`config.mk`:
```
export PLATFORM = sky130hd
export DESIGN_NAME = mips_fetch_seq
export DESIGN_NICKNAME = d
export VERILOG_FILES = /design/src/rtl/mips_fetch_seq.sv
export SDC_FILE = /design/constraint.sdc
export NUM_CORES = 1
export LEC_CHECK = 0
export CAP_MARGIN = 20
export CORE_MARGIN = 5
export CORE_UTILIZATION = 59
export DETAILED_ROUTE_END_ITERATION = 8
export DONT_BUFFER_PORTS = 1
export PLACE_DENSITY_LB_ADDON = 0.05
export SLEW_MARGIN = 20
export SYNTH_ARGS = -nofsm -noshare
export SYNTH_HDL_FRONTEND = slang
export SYNTH_SLANG_ARGS = --single-unit
```
`constraint.sdc`:
```
create_clock -name clock -period 3.6 [get_ports clock]
set_clock_uncertainty 0.05 [all_clocks]
set_input_delay 0.36 -clock clock [delete_from_list [all_inputs] [get_ports clock]]
set_output_delay 0.36 -clock clock [all_outputs]
set_load 0.02 [all_outputs]
```
`src/rtl/mips_fetch_seq.sv`:
```
// Purpose: multi-cycle MIPS instruction-fetch sequencer (PC, instruction register, next-PC select).
// Latency: IDLE->FETCH 1 cycle; FETCH->EXEC 1 cycle minimum after imem_valid; EXEC->FETCH/HALT 1 cycle.
// Backpressure: FETCH holds imem_req/imem_addr until imem_valid; imem_valid is ignored in all other states.
//
// Ports:
//   clock, reset       rising-edge clock, asynchronous active-low reset
//   imem_req/addr      fetch request (FETCH only) and byte address (= pc)
//   imem_rdata/valid   instruction memory response
//   control_type       decoder next-PC select: 00 seq, 01 branch taken, 10 jump, 11 jr
//   except             decoder exception (illegal / overflow)
//   rs_data            jr target source
//   inst, inst_valid   instruction register, high for the single EXEC cycle
//   opcode, funct      inst[31:26], inst[5:0]
//   pc, pc_plus4, epc  current PC, PC+4 (jal link), PC of last excepting instruction
//   halted             double fault taken; only reset exits
// Optional: define FETCH_PERF_CNT_EN to add retired_cnt (count of non-excepting retired instructions).
module mips_fetch_seq #(
    parameter logic [31:0] RESET_PC   = 32'h0040_0000,
    parameter logic [31:0] EXC_VECTOR = 32'h8000_0180
) (
    input  logic        clock,
    input  logic        reset,
    output logic        imem_req,
    output logic [31:0] imem_addr,
    input  logic [31:0] imem_rdata,
    input  logic        imem_valid,
    input  logic [1:0]  control_type,
    input  logic        except,
    input  logic [31:0] rs_data,
    output logic [31:0] inst,
    output logic        inst_valid,
    output logic [5:0]  opcode,
    output logic [5:0]  funct,
    output logic [31:0] pc,
    output logic [31:0] pc_plus4,
    output logic [31:0] epc,
    output logic        halted
`ifdef FETCH_PERF_CNT_EN
    ,
    output logic [31:0] retired_cnt
`endif
);

    typedef enum logic [1:0] {
        S_IDLE  = 2'd0,
        S_FETCH = 2'd1,
        S_EXEC  = 2'd2,
        S_HALT  = 2'd3
    } state_t;

    state_t      state, state_nxt;
    logic [31:0] pc_nxt;
    logic [31:0] epc_nxt;
    logic [31:0] inst_nxt;
    logic [31:0] br_target;
    logic [31:0] j_target;
    logic [31:0] jr_target;

    // Next-PC candidates; all arithmetic wraps modulo 2^32.
    assign pc_plus4  = pc + 32'd4;
    assign br_target = pc_plus4 + {{14{inst[15]}}, inst[15:0], 2'b00};
    assign j_target  = {pc_plus4[31:28], inst[25:0], 2'b00};
    // Misaligned jr targets are forced to word alignment rather than trapped.
    assign jr_target = rs_data & 32'hFFFF_FFFC;

    assign imem_req   = (state == S_FETCH);
    assign imem_addr  = pc;
    assign inst_valid = (state == S_EXEC);
    assign halted     = (state == S_HALT);
    assign opcode     = inst[31:26];
    assign funct      = inst[5:0];

`ifdef FETCH_PERF_CNT_EN
    logic retire;
`endif

    always_comb begin
        state_nxt = state;
        pc_nxt    = pc;
        epc_nxt   = epc;
        inst_nxt  = inst;
`ifdef FETCH_PERF_CNT_EN
        retire    = 1'b0;
`endif
        case (state)
            S_IDLE: begin
                state_nxt = S_FETCH;
            end
            S_FETCH: begin
                if (imem_valid) begin
                    inst_nxt  = imem_rdata;
                    state_nxt = S_EXEC;
                end
            end
            S_EXEC: begin
                if (except && (pc == EXC_VECTOR)) begin
                    // Faulting inside the handler itself: stop rather than loop forever.
                    epc_nxt   = pc;
                    state_nxt = S_HALT;
                end else begin
                    state_nxt = S_FETCH;
                    if (except) begin
                        epc_nxt = pc;
                        pc_nxt  = EXC_VECTOR;
                    end else begin
`ifdef FETCH_PERF_CNT_EN
                        retire = 1'b1;
`endif
                        case (control_type)
                            2'b00:   pc_nxt = pc_plus4;
                            2'b01:   pc_nxt = br_target;
                            2'b10:   pc_nxt = j_target;
                            default: pc_nxt = jr_target;
                        endcase
                    end
                end
            end
            S_HALT: begin
                state_nxt = S_HALT;
            end
            default: begin
                state_nxt = S_IDLE;
            end
        endcase
    end

    always_ff @(posedge clock or negedge reset) begin
        if (!reset) begin
            state <= S_IDLE;
            pc    <= RESET_PC;
            inst  <= 32'd0;
            epc   <= 32'd0;
        end else begin
            state <= state_nxt;
            pc    <= pc_nxt;
            inst  <= inst_nxt;
            epc   <= epc_nxt;
        end
    end

`ifdef FETCH_PERF_CNT_EN
    always_ff @(posedge clock or negedge reset) begin
        if (!reset) begin
            retired_cnt <= 32'd0;
        end else if (retire) begin
            retired_cnt <= retired_cnt + 32'd1;
        end
    end
`endif

endmodule

```
==> flow_metrics.py <==
metrics = {
    "worst_setup_path": {
        "crit_chain": "and2_4, nand4_1, nor2_2, buf_6, xor2_4, ha_4, buf_6, a2111oi_4, o31ai_4, buf_6, a21boi_2, xnor2_1, mux4_2, a22o_1",
        "reg2reg_slack_ps": 30,
        "crit_slowest_cell": "mux4_2",
        "worstReg2RegStart": "imem_addr[8]",
        "crit_top_cell": "buf_6",
        "critPathMaxStageDelay_ps": 490,
        "crit_path_end_kind": "flop",
        "critPathArrivalTime_ps": 3770,
        "setup.worst_path.class": "reg -> reg",
        "critPathRequiredTime_ps": 3800,
        "cp_max_fo": 6,
        "reg2reg_to": "imem_addr[17]",
        "r2r.worst_path.cells": 14,
        "startpoint_type": "flop",
    },
    "pwr": {
        "ir_drop_v": 0.000578,
        "power_mw": 6.91,
        "p_leak_nw": 3.80,
        "pwr-share-comb_pct": 57.8,
        "power.share.switching_pct": 46.1,
        "p_int_mw": 3.73,
        "p_seq_share_pct": 27.1,
        "power.density_cell_area_mw_per_mm2": 826,
        "pwr-share-clk_pct": 15.1,
        "p_sw_mw": 3.18,
    },
    "grt": {
        "antenna_found_initial": 0,
        "grt_max_degree": 95,
        "overflow": 0,
        "first_global_vias": 5825,
        "grt_pass1_wl_um": 32600,
        "grtUsageTotal_pct": 29.7,
    },
    "die": {
        "dieArea_mm2": 0.0139,
        "core_area_mm2": 0.0114,
        "initial_utilization_pct": 60.0,
        "dieHeight_um": 118,
        "die_w_um": 118,
        "boundaryPins": 245,
        "rows": 39,
    },
    "timing": {
        "grt_setup_unrepaired": "yes",
        "hold_ws_ps": 73.5,
        "fin_tns_setup_ps": 0,
        "fin_crit_ps": 3570,
        "relSlewSlack_pct": 37.5,
        "setup_slack_ps": 30.9,
        "fin_crit_sh_pct": 99.1,
        "fmax_ghz": 0.280,
        "setup_viol": 0,
        "worst_pin_slew_ps": 937,
        "hold_viol_final": 0,
        "final-max-slew-violation-count": 0,
    },
    "yosys": {
        "synth_xor_xnor_area_share_pct": 6.78,
        "synth_largest_area_cell": "dfrtp_1",
        "yosysWarnings": 0,
        "synth_area_per_cell_um2": 10.1,
        "yosys.area_share.simple_pct": 12.0,
        "netlist_instances": 675,
        "syn_area_mm2": 0.00685,
        "synth_fa_ha_area_share_pct": 6.69,
        "async_flop_share_pct": 100,
        "ys_ff_latch": 94,
        "muxShareOfSynthArea_pct": 16.3,
        "yosysSeqAreaShare_pct": 34.4,
        "synth.top_cells.by_area": "dfrtp_1 (34%), mux2_2 (9.9%), ha_1 (6.4%)",
        "synth_ff_type": "dfrtp_1",
        "synth_compound_gate_area_share_pct": 15.0,
        "yosysUniqueCellTypes": 71,
        "synth_edf_count": 0,
        "yosysTopAreaCellShare_pct": 34.0,
        "synth_top_family_by_area": "multiplexers",
    },
    "clock_tree": {
        "clk_pin_slew_ps": 70,
        "clock_sinks": 94,
        "clock_latency_ps": 360,
        "cts_inserted_buffers": 9,
        "h-tree-depth": 3,
        "clock_path_buffers": 2,
        "root_buffer": "clkbuf_16",
        "cts_tree": "built",
    },
    "final_layout": {
        "diodes": 0,
        "syn_to_final_growth_pct": 22.2,
        "finalNetCount": 849,
        "drive_above_1_share_pct": 41.6,
    },
    "detailed_routing": {
        "wl_per_cell_um": 24.4,
        "drc_errors": 0,
        "vias_per_cell": 6.45,
        "first_iter_violations": 418,
        "ant_nets": 0,
        "finalWirelength_um": 21700,
        "vias": 5746,
        "drt_first_pass_iters": 5,
    },
    "worst_hold_path": {
        "hp-class": "in -> reg",
        "min_path_cells": 1,
        "hold_start": "except",
        "holdPathEnd": "imem_addr[4]",
    },
    "place": {
        "preCtsSetupSlack_ps": -37.8,
        "routabilityCongestion": 0.924,
        "portBuffers": 0,
        "dp_hpwl_um": 15500,
    },
    "status": {
        "outcome": "finished, final reports clean",
    },
    "job": {
        "cap_violations": 0,
    },
}
## final cells by class
cell class / instances / area (um^2)
flip-flops and latches: 94 / 2360
repair buffers: 133 / 1040
inverters: 18 / 67.6
multi-input cells: 487 / 4390
fillers: 876 / 3050
clock inverters: 6 / 91.3
clock buffers: 10 / 229
well taps: 143 / 179
## how the worst max path moves through the flow
stage	startpoint	to	slack, ps	depth (start not counted)
detailed placement	imem_addr[8]	imem_addr[28]	-40	17
floorplan	imem_addr[13]	imem_addr[30]	-70	16
global route	imem_addr[7]	imem_addr[30]	-110	15
CTS	imem_addr[8]	imem_addr[21]	-8	15
finish	imem_addr[8]	imem_addr[17]	30	14
global placement	imem_addr[4]	imem_addr[30]	6	16
## worst max-delay path: cells and delay by family (launching register included)
family          cells  cell delay, ps
mux                 1             490
fa+ha+maj           1             240
simple gates        3             710
compound gates      4             920
flops               1             360
xor+xnor            2             240
buf+inv             3             440
## metrics by stage
step	cells	instance area (um^2)	utilization [%]
after global placement	854	7460	65.4
after global routing	891	8360	73.3
after detailed placement	854	7460	65.4
after CTS	872	7860	68.8
after floorplan	682	6970	-
final	891	8360	73.3
## sequential cells by signal (all words and copies together), names as in the netlist
signal	cells
imem_addr	30
state	2
epc	30
inst	32
## power by group through the flow
| stage | clock network (mW) | logic [mW] | registers [mW] |
|---|---|---|---|
| final | 1.04 | 4.00 | 1.87 |
| after global routing | 1.12 | 4.27 | 1.91 |
| after CTS | 1.06 | 3.55 | 1.85 |
| after detailed placement | 0 | 3.48 | 1.87 |
| after global placement | 0 | 3.44 | 1.86 |
| after floorplan | 0 | 2.45 | 1.96 |
## cells in the mapped netlist (3+ instances only)
cell type and count:
a211o_1 3, a211oi_1 3, a21o_1 12, a21oi_1 36, a22o_1 11, a31oi_1 6
and2_1 5, and3_1 4, buf_1 3, buf_2 5, buf_4 50, buf_6 3
clkbuf_1 22, dfrtp_1 93, ha_1 35, inv_1 17, mux2_2 60, mux2i_1 6
mux4_2 17, nand2_1 41, nand2b_1 3, nand3_1 19, nand4_1 15, nor2_1 29
nor2b_1 6, nor3_1 10, nor4_1 11, o211ai_1 4, o21a_1 8, o21ai_0 25
o21ai_1 3, o21bai_1 3, o221ai_1 3, o31a_1 4, or2_2 4, xnor2_1 39
xor2_1 14
## cell usage in the layout (no fill, tap or decap), drive strengths merged, types with 7 or more instances in the layout
master,synthesis,final
conb,1,8
mux4,17,17
o21ai,28,28
xor2,14,14
a21o,12,12
buf,61,132
o21a,8,8
nor4,11,11
ha,35,35
nand4,15,15
xnor2,39,39
nor2,30,30
dfrtp,93,93
a31oi,7,7
a22o,11,11
inv,17,20
mux2,60,60
nand2,41,41
nor3,12,12
clkbuf,22,10
a21oi,38,38
nand3,20,20
## kinds of logic (layout without fill, tap and decap cells)
group	Yosys count	in the layout
flops	94	94
simple gates	161	161
fa+ha+maj	36	36
compound gates	146	146
other cells	1	8
xor+xnor	53	53
buf+inv	101	167
mux	83	83
## routing by layer
metal  vias up  routed length [um]  track usage, %
met5         -                   0               0
met4         0                 399            8.89
met3        38                1720            7.21
met2       293               10500            48.3
met1      2862                9140            39.4
li1       2553                   -               -
## what timing repair did
item,4_1_cts,5_1_grt
pin swaps,4,47
hold buffers,2,0
gates resized for setup,8,66
buffers inserted,0,19
endpoints found under the setup margin,6,17
hold endpoints to repair,94,0
Note: power is estimated with default switching activity, not from simulation.
